File: src/rtl/clk_div_pkg.sv
// Shared types and default constants for the debug slow-clock / clock-enable generator.
// Optional cycle counter is enabled by defining CLK_DIV_CTRL_CYCLE_CNT_EN.
package clk_div_pkg;

  typedef enum logic [1:0] {
    RUN      = 2'd0,
    IDLE_LOW = 2'd1,
    STEP_HI  = 2'd2,
    STEP_LO  = 2'd3
  } clk_div_state_e;

  localparam int          CLK_DIV_CNT_W    = 32;
  localparam int unsigned CLK_DIV_DEF_DIV  = 2500000;
  localparam int unsigned CLK_DIV_FAST_DIV = 0;

endpackage

File: src/rtl/clk_div_ctrl_edge.sv
// Two-flop synchroniser with a rising-edge pulse; reusable for button-style inputs.
// rise is high for one clk cycle after a 0->1 transition has passed through the synchroniser.
module edge_detect_rise (
  input  logic clk,
  input  logic reset,
  input  logic din,
  output logic rise
);

  logic sync_q;
  logic prev_q;

  always_ff @(posedge clk) begin
    if (!reset) begin
      sync_q <= 1'b0;
      prev_q <= 1'b0;
    end else begin
      sync_q <= din;
      prev_q <= sync_q;
    end
  end

  assign rise = sync_q & ~prev_q;

endmodule

File: src/rtl/clk_div_ctrl.sv
// Run-time programmable clock divider with free-run, halt and single-step modes.
// Define CLK_DIV_CTRL_CYCLE_CNT_EN to add the cycle_cnt output (count of tick pulses).
module clk_div_ctrl
  import clk_div_pkg::*;
#(
  parameter int          CNT_W    = CLK_DIV_CNT_W,
  parameter int unsigned DEF_DIV  = CLK_DIV_DEF_DIV,
  parameter int unsigned FAST_DIV = CLK_DIV_FAST_DIV
) (
  input  logic             clk,
  input  logic             reset,
  input  logic             set_freq,
  input  logic             halt,
  input  logic             step_mode,
  input  logic             step,
  input  logic             div_wr,
  input  logic [CNT_W-1:0] div_data,
  output logic             div_ack,
  output logic             slow_clk,
  output logic             tick,
  output logic             busy,
  output clk_div_state_e   state_dbg
`ifdef CLK_DIV_CTRL_CYCLE_CNT_EN
  ,
  output logic [CNT_W-1:0] cycle_cnt
`endif
);

  localparam logic [CNT_W-1:0] DEF_DIV_W  = CNT_W'(DEF_DIV);
  localparam logic [CNT_W-1:0] FAST_DIV_W = CNT_W'(FAST_DIV);
  localparam logic [CNT_W-1:0] ONE_W      = CNT_W'(1);

  clk_div_state_e   state_q, state_n;
  logic [CNT_W-1:0] count_q, count_n;
  logic [CNT_W-1:0] d_act_q, d_act_n;
  logic [CNT_W-1:0] div_reg_q, div_reg_n;
  logic [CNT_W-1:0] shadow_q, shadow_n;
  logic             shadow_vld_q, shadow_vld_n;
  logic             slow_q, slow_n;
  logic             tick_q, tick_n;
  logic             busy_q, busy_n;
  logic             ack_q, ack_n;

  logic             step_rise;
  logic             copy;
  logic [CNT_W-1:0] d_new;
  logic [CNT_W-1:0] d_cmp;
  logic             terminal;

  edge_detect_rise u_step_edge (
    .clk   (clk),
    .reset (reset),
    .din   (step),
    .rise  (step_rise)
  );

  // Divisor handshake: div_wr is a single-cycle strobe with no ready; the value sits in
  // the shadow until a safe point (terminal count, IDLE_LOW or halt), and div_ack pulses
  // for one cycle when the copy into div_reg has happened. Later writes overwrite the shadow.
  assign copy  = shadow_vld_q && (halt || (state_q == IDLE_LOW) || (count_q == d_act_q));
  assign d_new = set_freq ? FAST_DIV_W : (copy ? shadow_q : div_reg_q);

  // In IDLE_LOW the counter is at zero, so the freshest divisor can be used immediately.
  assign d_cmp    = (state_q == IDLE_LOW) ? d_new : d_act_q;
  assign terminal = (count_q == d_cmp);

  always_comb begin
    state_n      = state_q;
    count_n      = count_q;
    d_act_n      = d_act_q;
    slow_n       = slow_q;
    tick_n       = 1'b0;
    busy_n       = busy_q;
    div_reg_n    = div_reg_q;
    shadow_n     = shadow_q;
    shadow_vld_n = shadow_vld_q;
    ack_n        = 1'b0;

    if (halt) begin
      // Holding RUN restarts the low half from count 0 once halt drops.
      state_n = step_mode ? IDLE_LOW : RUN;
      count_n = '0;
      slow_n  = 1'b0;
      busy_n  = 1'b0;
      d_act_n = d_new;
    end else begin
      unique case (state_q)
        IDLE_LOW: begin
          d_act_n = d_new;
          if (!step_mode) begin
            state_n = RUN;
            if (terminal) begin
              count_n = '0;
              slow_n  = 1'b1;
              tick_n  = 1'b1;
            end else begin
              count_n = count_q + ONE_W;
            end
          end else if (step_rise) begin
            state_n = STEP_HI;
            count_n = '0;
            slow_n  = 1'b1;
            tick_n  = 1'b1;
            busy_n  = 1'b1;
          end
        end

        RUN: begin
          if (terminal) begin
            count_n = '0;
            slow_n  = ~slow_q;
            tick_n  = ~slow_q;
            d_act_n = d_new;
            // Entering step mode finishes the high half and parks low.
            if (step_mode && slow_q) begin
              state_n = IDLE_LOW;
            end
          end else begin
            count_n = count_q + ONE_W;
          end
        end

        STEP_HI: begin
          if (terminal) begin
            state_n = STEP_LO;
            count_n = '0;
            slow_n  = 1'b0;
            d_act_n = d_new;
          end else begin
            count_n = count_q + ONE_W;
          end
        end

        STEP_LO: begin
          if (terminal) begin
            state_n = IDLE_LOW;
            count_n = '0;
            busy_n  = 1'b0;
            d_act_n = d_new;
          end else begin
            count_n = count_q + ONE_W;
          end
        end

        default: begin
          state_n = IDLE_LOW;
          count_n = '0;
          slow_n  = 1'b0;
          busy_n  = 1'b0;
        end
      endcase
    end

    if (copy) begin
      div_reg_n    = shadow_q;
      shadow_vld_n = 1'b0;
      ack_n        = 1'b1;
    end
    // A write coinciding with a copy stays pending for the next safe point.
    if (div_wr) begin
      shadow_n     = div_data;
      shadow_vld_n = 1'b1;
    end
  end

  always_ff @(posedge clk) begin
    if (!reset) begin
      state_q      <= IDLE_LOW;
      count_q      <= '0;
      d_act_q      <= DEF_DIV_W;
      slow_q       <= 1'b0;
      tick_q       <= 1'b0;
      busy_q       <= 1'b0;
      div_reg_q    <= DEF_DIV_W;
      shadow_q     <= '0;
      shadow_vld_q <= 1'b0;
      ack_q        <= 1'b0;
    end else begin
      state_q      <= state_n;
      count_q      <= count_n;
      d_act_q      <= d_act_n;
      slow_q       <= slow_n;
      tick_q       <= tick_n;
      busy_q       <= busy_n;
      div_reg_q    <= div_reg_n;
      shadow_q     <= shadow_n;
      shadow_vld_q <= shadow_vld_n;
      ack_q        <= ack_n;
    end
  end

`ifdef CLK_DIV_CTRL_CYCLE_CNT_EN
  logic [CNT_W-1:0] cycle_cnt_q;

  // Cleared only by reset; halt leaves the running total alone.
  always_ff @(posedge clk) begin
    if (!reset) begin
      cycle_cnt_q <= '0;
    end else if (tick_n) begin
      cycle_cnt_q <= cycle_cnt_q + ONE_W;
    end
  end

  assign cycle_cnt = cycle_cnt_q;
`endif

  assign slow_clk  = slow_q;
  assign tick      = tick_q;
  assign busy      = busy_q;
  assign div_ack   = ack_q;
  assign state_dbg = state_q;

endmodule

File: config.mk
export PLATFORM = sky130hd
export DESIGN_NAME = clk_div_ctrl
export DESIGN_NICKNAME = d
export VERILOG_FILES = /design/src/rtl/clk_div_pkg.sv /design/src/rtl/clk_div_ctrl_edge.sv /design/src/rtl/clk_div_ctrl.sv
export SDC_FILE = /design/constraint.sdc
export NUM_CORES = 1
export LEC_CHECK = 0
export CAP_MARGIN = 0
export CORE_ASPECT_RATIO = 0.7
export CORE_MARGIN = 8
export CORE_UTILIZATION = 55
export CTS_CLUSTER_DIAMETER = 100
export DETAILED_ROUTE_END_ITERATION = 12
export MAX_ROUTING_LAYER = met4
export PLACE_DENSITY = 0.74
export SETUP_SLACK_MARGIN = 0.05
export SYNTH_ARGS = -nofsm -noshare
export SYNTH_HDL_FRONTEND = slang
export SYNTH_SLANG_ARGS = --single-unit
File: constraint.sdc
create_clock -name clk -period 6.46 [get_ports clk]
set_input_delay 1.615 -clock clk [delete_from_list [all_inputs] [get_ports clk]]
set_output_delay 1.615 -clock clk [all_outputs]
set_load 0.01 [all_outputs]
## Yosys cells after proc, flatten, opt, wreduce, memory -nomap -nowiden

Cells that the tools add are included.

| word-level totals | value |
|---|---|
| register bits after elaboration | 137 |
| input port bits | 39 |

| cells by class | value |
|---|---|
| muxes and demuxes | 35 |
| equal/unequal tests | 18 |
| reduce and logical (&&, ||, !) cells | 13 |
| bitwise operators | 4 |
| add/sub/neg operators | 1 |

Operators with widths:

| cell | count |
|---|---|
| $mux 32 | 8 |
| $pmux 32 s2 | 2 |
| $eq 32x32->1 | 2 |
| $add 32x1->32 const B | 1 |
| $ne 3x3->1 const B | 6 |
| $mux 1 | 14 |
| $mux 2 | 7 |
| $ne 2x2->1 const B | 5 |
| $reduce_and 5->1 | 2 |
| $pmux 2 s4 | 1 |
| $eq 2x2->1 const B | 2 |
| $ne 4x4->1 const B | 1 |
| $pmux 1 s2 | 2 |
| $reduce_and 4->1 | 1 |
| $reduce_bool 2->1 | 2 |
| $ne 3x1->1 const B | 1 |
| $not 1->1 | 3 |
| $pmux 1 s3 | 1 |
| $reduce_bool 3->1 | 1 |
| $reduce_or 3->1 | 1 |
| $eq 2x1->1 const B | 1 |
| $logic_and 1x1->1 | 2 |
| $logic_not 2->1 | 1 |
| $logic_or 1x1->1 | 2 |
| other kinds (2) | 2 |

## Depth between registers and ports, before layout

| depth | value |
|---|---|
| depth in word-level cells | 11 |
| gate-level depth with buffers | 17 |
| depth with buffers taken out | 14 |

## Hierarchy

A second synthesis with hierarchy kept.

| second synthesis, totals | value |
|---|---|
| cell total of the unflattened synthesis | 951 |
| area total of the unflattened synthesis | 7572.3 um2 |

By module, submodules not included:

| module | times used | seq. area each (um2) | area each (um2) | cells an instance |
|---|---|---|---|---|
| clk_div_ctrl | 1 | 2702.6 | 7505.9 | 946 |
| edge_detect_rise | 1 | 40.0 | 66.3 | 5 |

## Worst setup path after synthesis

No wires, ideal clock.

| path | value |
|---|---|
| path type | input -> register |
| from | input halt |
| to | register count_q[5] |
| library setup time | 0.117 ns |
| arrival time | 4.930 ns |
| required time | 6.343 ns |
| path buffers | 2 |
| stages on the path | 14 |
| path slack | 1.414 ns |
| cells stage by stage | clkbuf_1 or2_2 clkbuf_1 nand3_1 a21oi_1 a2111oi_1 or3_1 nand4b_1 or4_1 or4_4 o31ai_4 a21boi_2 a31o_1 a22o_1 |

| between the ends | value |
|---|---|
| word-level cells in the longest chain between the ends | 10 |
| elaborated cells on any way between the ends | 11 |

RTL lines:

| element | RTL line | RTL |
|---|---|---|
| start, declared | clk_div_ctrl.sv:13 | `input logic halt,` |
| $logic_or 1x1->1 (2 in series) | clk_div_ctrl.sv:60 | `assign copy = shadow_vld_q && (halt \|\| (state_q == IDLE_LOW) \|\| (count_q == d_act_q));` |
| $logic_and 1x1->1 | clk_div_ctrl.sv:60 |  |
| $mux 32 | - |  |
| $mux 32 | clk_div_ctrl.sv:61 | `assign d_new = set_freq ? FAST_DIV_W : (copy ? shadow_q : div_reg_q);` |
| $mux 32 | clk_div_ctrl.sv:64 | `assign d_cmp = (state_q == IDLE_LOW) ? d_new : d_act_q;` |
| $eq 32x32->1 | clk_div_ctrl.sv:65 | `assign terminal = (count_q == d_cmp);` |
| $mux 32 | - |  |
| $mux 32 | clk_div_ctrl.sv:90 | `if (!step_mode) begin` |
| $pmux 32 s2 | clk_div_ctrl.sv:87 | `unique case (state_q)` |
| end signal, assigned | clk_div_ctrl.sv:180 | `count_q <= count_n;` |
| end, declared | clk_div_ctrl.sv:34 | `logic [CNT_W-1:0] count_q, count_n;` |

Parallel ways exist; a longest one is shown, timed or not.
A chain may end at the register's enable or synchronous reset.

## Worst setup path in the final report

| path | value |
|---|---|
| from | input halt |
| to | register count_q[9] |

Same word-level chain as after synthesis.

==> results.py <==
metrics = {
    "floorplan": {
        "boundaryPins": 45,
        "die_x_um": 158,
        "start_util": 0.558,
        "fp-row-count": 36,
        "dieArea_um2": 18100,
        "core_um2": 13800,
        "die_y_um": 115,
    },
    "route": {
        "ant_nets": 0,
        "wl_um": 22700,
        "drt_first_pass_iters": 5,
        "vias_per_cell": 6.23,
        "vias": 7516,
        "drc": 0,
        "wl_per_cell_um": 18.8,
        "drtIter0Drc": 807,
    },
    "logic_synthesis": {
        "yosysSeqAreaShare": 0.355,
        "yosys_warnings": 0,
        "synthXorXnorAreaFrac": 0.0636,
        "synth.cell_area_um2": 7720,
        "synthAdderAreaFrac": 0.00811,
        "syn_inst": 1010,
        "synth_compound_area_frac": 0.194,
        "ys.flop_type": "dfxtp_1",
        "synth_seq_cells": 137,
        "syn_area_per_cell_um2": 7.64,
        "ys_types": 67,
        "syn_nets": 1054,
        "yosys.area_share.simple": 0.263,
        "synth_edf_count": 0,
        "synth_top_family_by_area": "simple AND/OR/NAND/NOR gates",
        "synth_mux_area_frac": 0.0600,
        "async_flop_share": 0,
    },
    "finish": {
        "layout.nets": 1047,
        "diodes": 0,
        "area.sequential_um2": 2740,
        "layout-drive-gt1-share": 0.0748,
        "fillers": 1225,
        "area_growth_pct": 13.9,
        "multi_input_area_um2": 4560,
    },
    "cts": {
        "cts_tree": "yes",
        "root_buffer": "clkbuf_16",
        "post-cts-setup-buffers": 0,
        "clock_insertion_delay_worst_skew_ns": 0.43,
        "cts.sinks": 137,
        "clk_pin_slew_worst_paths_ns": 0.06,
        "ctsHoldBuffers": 0,
        "htreeDepth": 4,
        "cts_buffers": 17,
        "postCtsResizedCells": 0,
        "clockBufferDepth": 2,
    },
    "timing": {
        "hold_viol_final": 0,
        "finClkSkew_ns": 0.0130,
        "rsz0062_at_grt": "false",
        "worst_pin_slew_ns": 1.24,
        "hold_ws_ns": 0.470,
        "period_share": 0.858,
        "fmax_mhz": 180,
        "fin_tns_setup_ns": 0,
        "setup_viol": 0,
        "period_minus_slack_ns": 5.54,
        "max_slew_margin": 0.174,
        "drv_slew": 0,
    },
    "placement": {
        "port_buffers": 44,
        "place_congestion": 0.925,
        "dpl.hpwl_um": 15500,
    },
    "worst_setup_path": {
        "cp_num_buf_inv": 2,
        "crit_path_end": "count_q[9]$_SDFFE_PP0P_",
        "required_ns": 6.75,
        "worstReg2RegEnd": "count_q[9]$_SDFFE_PP0P_",
        "cp-end-kind": "register",
        "path_cells": "clkdlybuf4s50_1, or2_2, nor2_1, a221oi_1, o21ai_0, nand4b_1, or4_1, or4_4, o31ai_4, a21boi_2, buf_4, a31oi_1, o22ai_1",
        "reg2reg_slack_ns": 1.19,
        "r2r_cells": 14,
        "cp.arrival_ns": 5.84,
        "crit_path_start": "halt",
        "max_stage_delay_ns": 0.57,
        "cp_slowest_cell": "clkdlybuf4s50_1",
        "cp_top_family": "simple AND/OR/NAND/NOR gates",
        "cp_max_fo": 28,
        "cp_num_cells": 13,
        "regToRegStartpoint": "count_q[0]$_SDFFE_PP0P_",
        "criticalPathCategory": "in2reg",
        "startpoint_type": "input port",
    },
    "pwr": {
        "power_frac_clock": 0.440,
        "seqPwrFrac": 0.414,
        "p_sw_w": 0.000650,
        "ir_worst_vdd_v": 0.000181,
        "power.density_nw_per_um2": 251,
        "switching_share": 0.294,
        "power_frac_comb": 0.146,
        "p_leak_nw": 3.36,
        "p_int_w": 0.00156,
    },
    "global_routing": {
        "grt_max_degree": 53,
        "grt_busiest_layer": "met2",
        "gr-usage-met2": 0.375,
        "grt_antenna_before_repair": 0,
        "track_usage": 0.260,
        "grt_pass1_vias": 6754,
        "globalRouteMet1Util": 0.351,
        "grt_pass1_wl_um": 36500,
        "use_met3": 0.0657,
        "gr-total-overflow": 0,
    },
    "worst_hold_path": {
        "hold_class": "reg2reg",
        "min_from": "shadow_q[25]$_SDFFE_PN0P_",
        "hold_depth": 2,
    },
    "flow_run": {
        "maxCapViolCount": 0,
    },
    "status": {
        "outcome": "finished, final reports clean",
    },
}
==> state kept, by name (all words and copies together), names as in the netlist <==
| signal | cells |
|---|---|
| busy | 1 |
| u_step_edge.prev_q | 1 |
| shadow_vld_q | 1 |
| count_q | 32 |
| div_reg_q | 32 |
| u_step_edge.sync_q | 1 |
| shadow_q | 32 |
| state_dbg | 2 |
| d_act_q | 32 |
| slow_clk | 1 |
| div_ack | 1 |
| tick | 1 |
==> worst reg2reg max path, stage by stage (launching register included) <==
cell      delay [ns]
dfxtp_1         0.40
xnor2_1         0.36
nand4_1         0.27
or4_1           0.53
buf_4           0.24
o21ai_4         0.65
mux2i_1         0.17
a211o_1         0.33
or4_1           0.52
or4_4           0.56
o31ai_4         0.37
a21boi_2        0.17
buf_4           0.27
a31oi_1         0.21
o22ai_1         0.09
==> final cells by class <==
type | count | area share
clock buffers | 19 | 0.0516
repair buffers | 66 | 0.0678
flip-flops and latches | 137 | 0.312
inverters | 16 | 0.00684
well taps | 190 | 0.0271
clock inverters | 13 | 0.0152
multi-input cells | 765 | 0.519
==> cell usage in the layout, fill, tap and decap left out, types with 5 or more instances in the layout <==
cell type / n
nand2_1: 163
dfxtp_1: 136
nor2_1: 87
a21oi_1: 70
o21ai_0: 48
mux2i_1: 44
clkdlybuf4s50_1: 42
nor3_1: 41
nand3_1: 33
xnor2_1: 30
xor2_1: 26
and3_1: 23
buf_4: 22
nand4_1: 18
clkbuf_16: 17
inv_1: 14
o311ai_0: 14
a211oi_1: 13
nor4_1: 12
o2111ai_1: 11
nand2b_1: 10
and2_1: 8
o211ai_1: 8
nor2b_1: 7
a31oi_1: 7
or3_1: 6
o22ai_1: 6
a311oi_1: 6
clkinv_4: 6
or2_2: 5
o211a_1: 5
a22oi_1: 5
ha_1: 5
inv_6: 5
==> worst min-delay path by stage <==
stage | end | slack [ns]
global placement | d_act_q[3]$_SDFFE_PN0P_ | 0.45
CTS | div_reg_q[0]$_SDFF_PN0_ | 0.47
floorplan | u_step_edge.prev_q$_SDFF_PN0_ | 0.43
global route | div_reg_q[0]$_SDFF_PN0_ | 0.48
finish | div_reg_q[25]$_SDFF_PN0_ | 0.47
detailed placement | u_step_edge.prev_q$_SDFF_PN0_ | 0.46
==> metal layers <==
layer | vias to the layer above | routed length, um
met4 | 0 | 507
met3 | 55 | 2450
met1 | 3499 | 10200
li1 | 3577 | -
met2 | 385 | 9490
met5 | - | 0
==> cell families (layout without fill, tap and decap cells) <==
logic type,after synthesis,in the layout
adder cells (fa/ha/maj),5,5
AND/OR/NAND/NOR,433,433
AO/OA/AOI/OAI,225,225
XOR/XNOR,56,56
buffers and inverters,108,114
multiplexers,46,46
flip-flops,137,137
==> synthesized netlist by cell type (7+ instances only) <==
cell type	number	area, um^2
nand2_1	163	612
dfxtp_1	137	2740
nor2_1	88	330
clkbuf_1	76	285
a21oi_1	71	355
o21ai_0	48	240
mux2i_1	44	440
nor3_1	41	205
nand3_1	33	165
xnor2_1	30	263
xor2_1	26	228
and3_1	23	144
nand4_1	18	113
inv_1	15	56.3
o311ai_0	14	123
a211oi_1	13	97.6
nor4_1	13	81.3
o2111ai_1	11	96.3
nand2b_1	10	62.6
and2_1	8	50.1
o211ai_1	8	60.1
a31oi_1	7	43.8
buf_1	7	26.3
nor2b_1	7	43.8
==> through the flow <==
stage                     worst slack (ns)  std cells  power [W]  area [um^2]  utilization
after floorplan                       1.41       1010    0.00114         7720            -
after global placement               0.669       1174    0.00124         8200        0.593
after detailed placement             0.596       1174    0.00124         8200        0.593
after CTS                            0.981       1206    0.00220         8790        0.635
after global routing                 0.711       1206    0.00228         8790        0.635
final                                0.919       1206    0.00221         8790        0.635
==> power by group through the flow <==
stage | sequential [W] | combinational [W] | clock (W)
2_1_floorplan | 0.000921 | 0.000216 | 0
3_3_place_gp | 0.000931 | 0.000308 | 0
3_5_place_dp | 0.000931 | 0.000312 | 0
4_1_cts | 0.000912 | 0.000315 | 0.000974
5_1_grt | 0.000917 | 0.000350 | 0.00101
6_report | 0.000914 | 0.000323 | 0.000972
(Power assumes the default switching activity.)
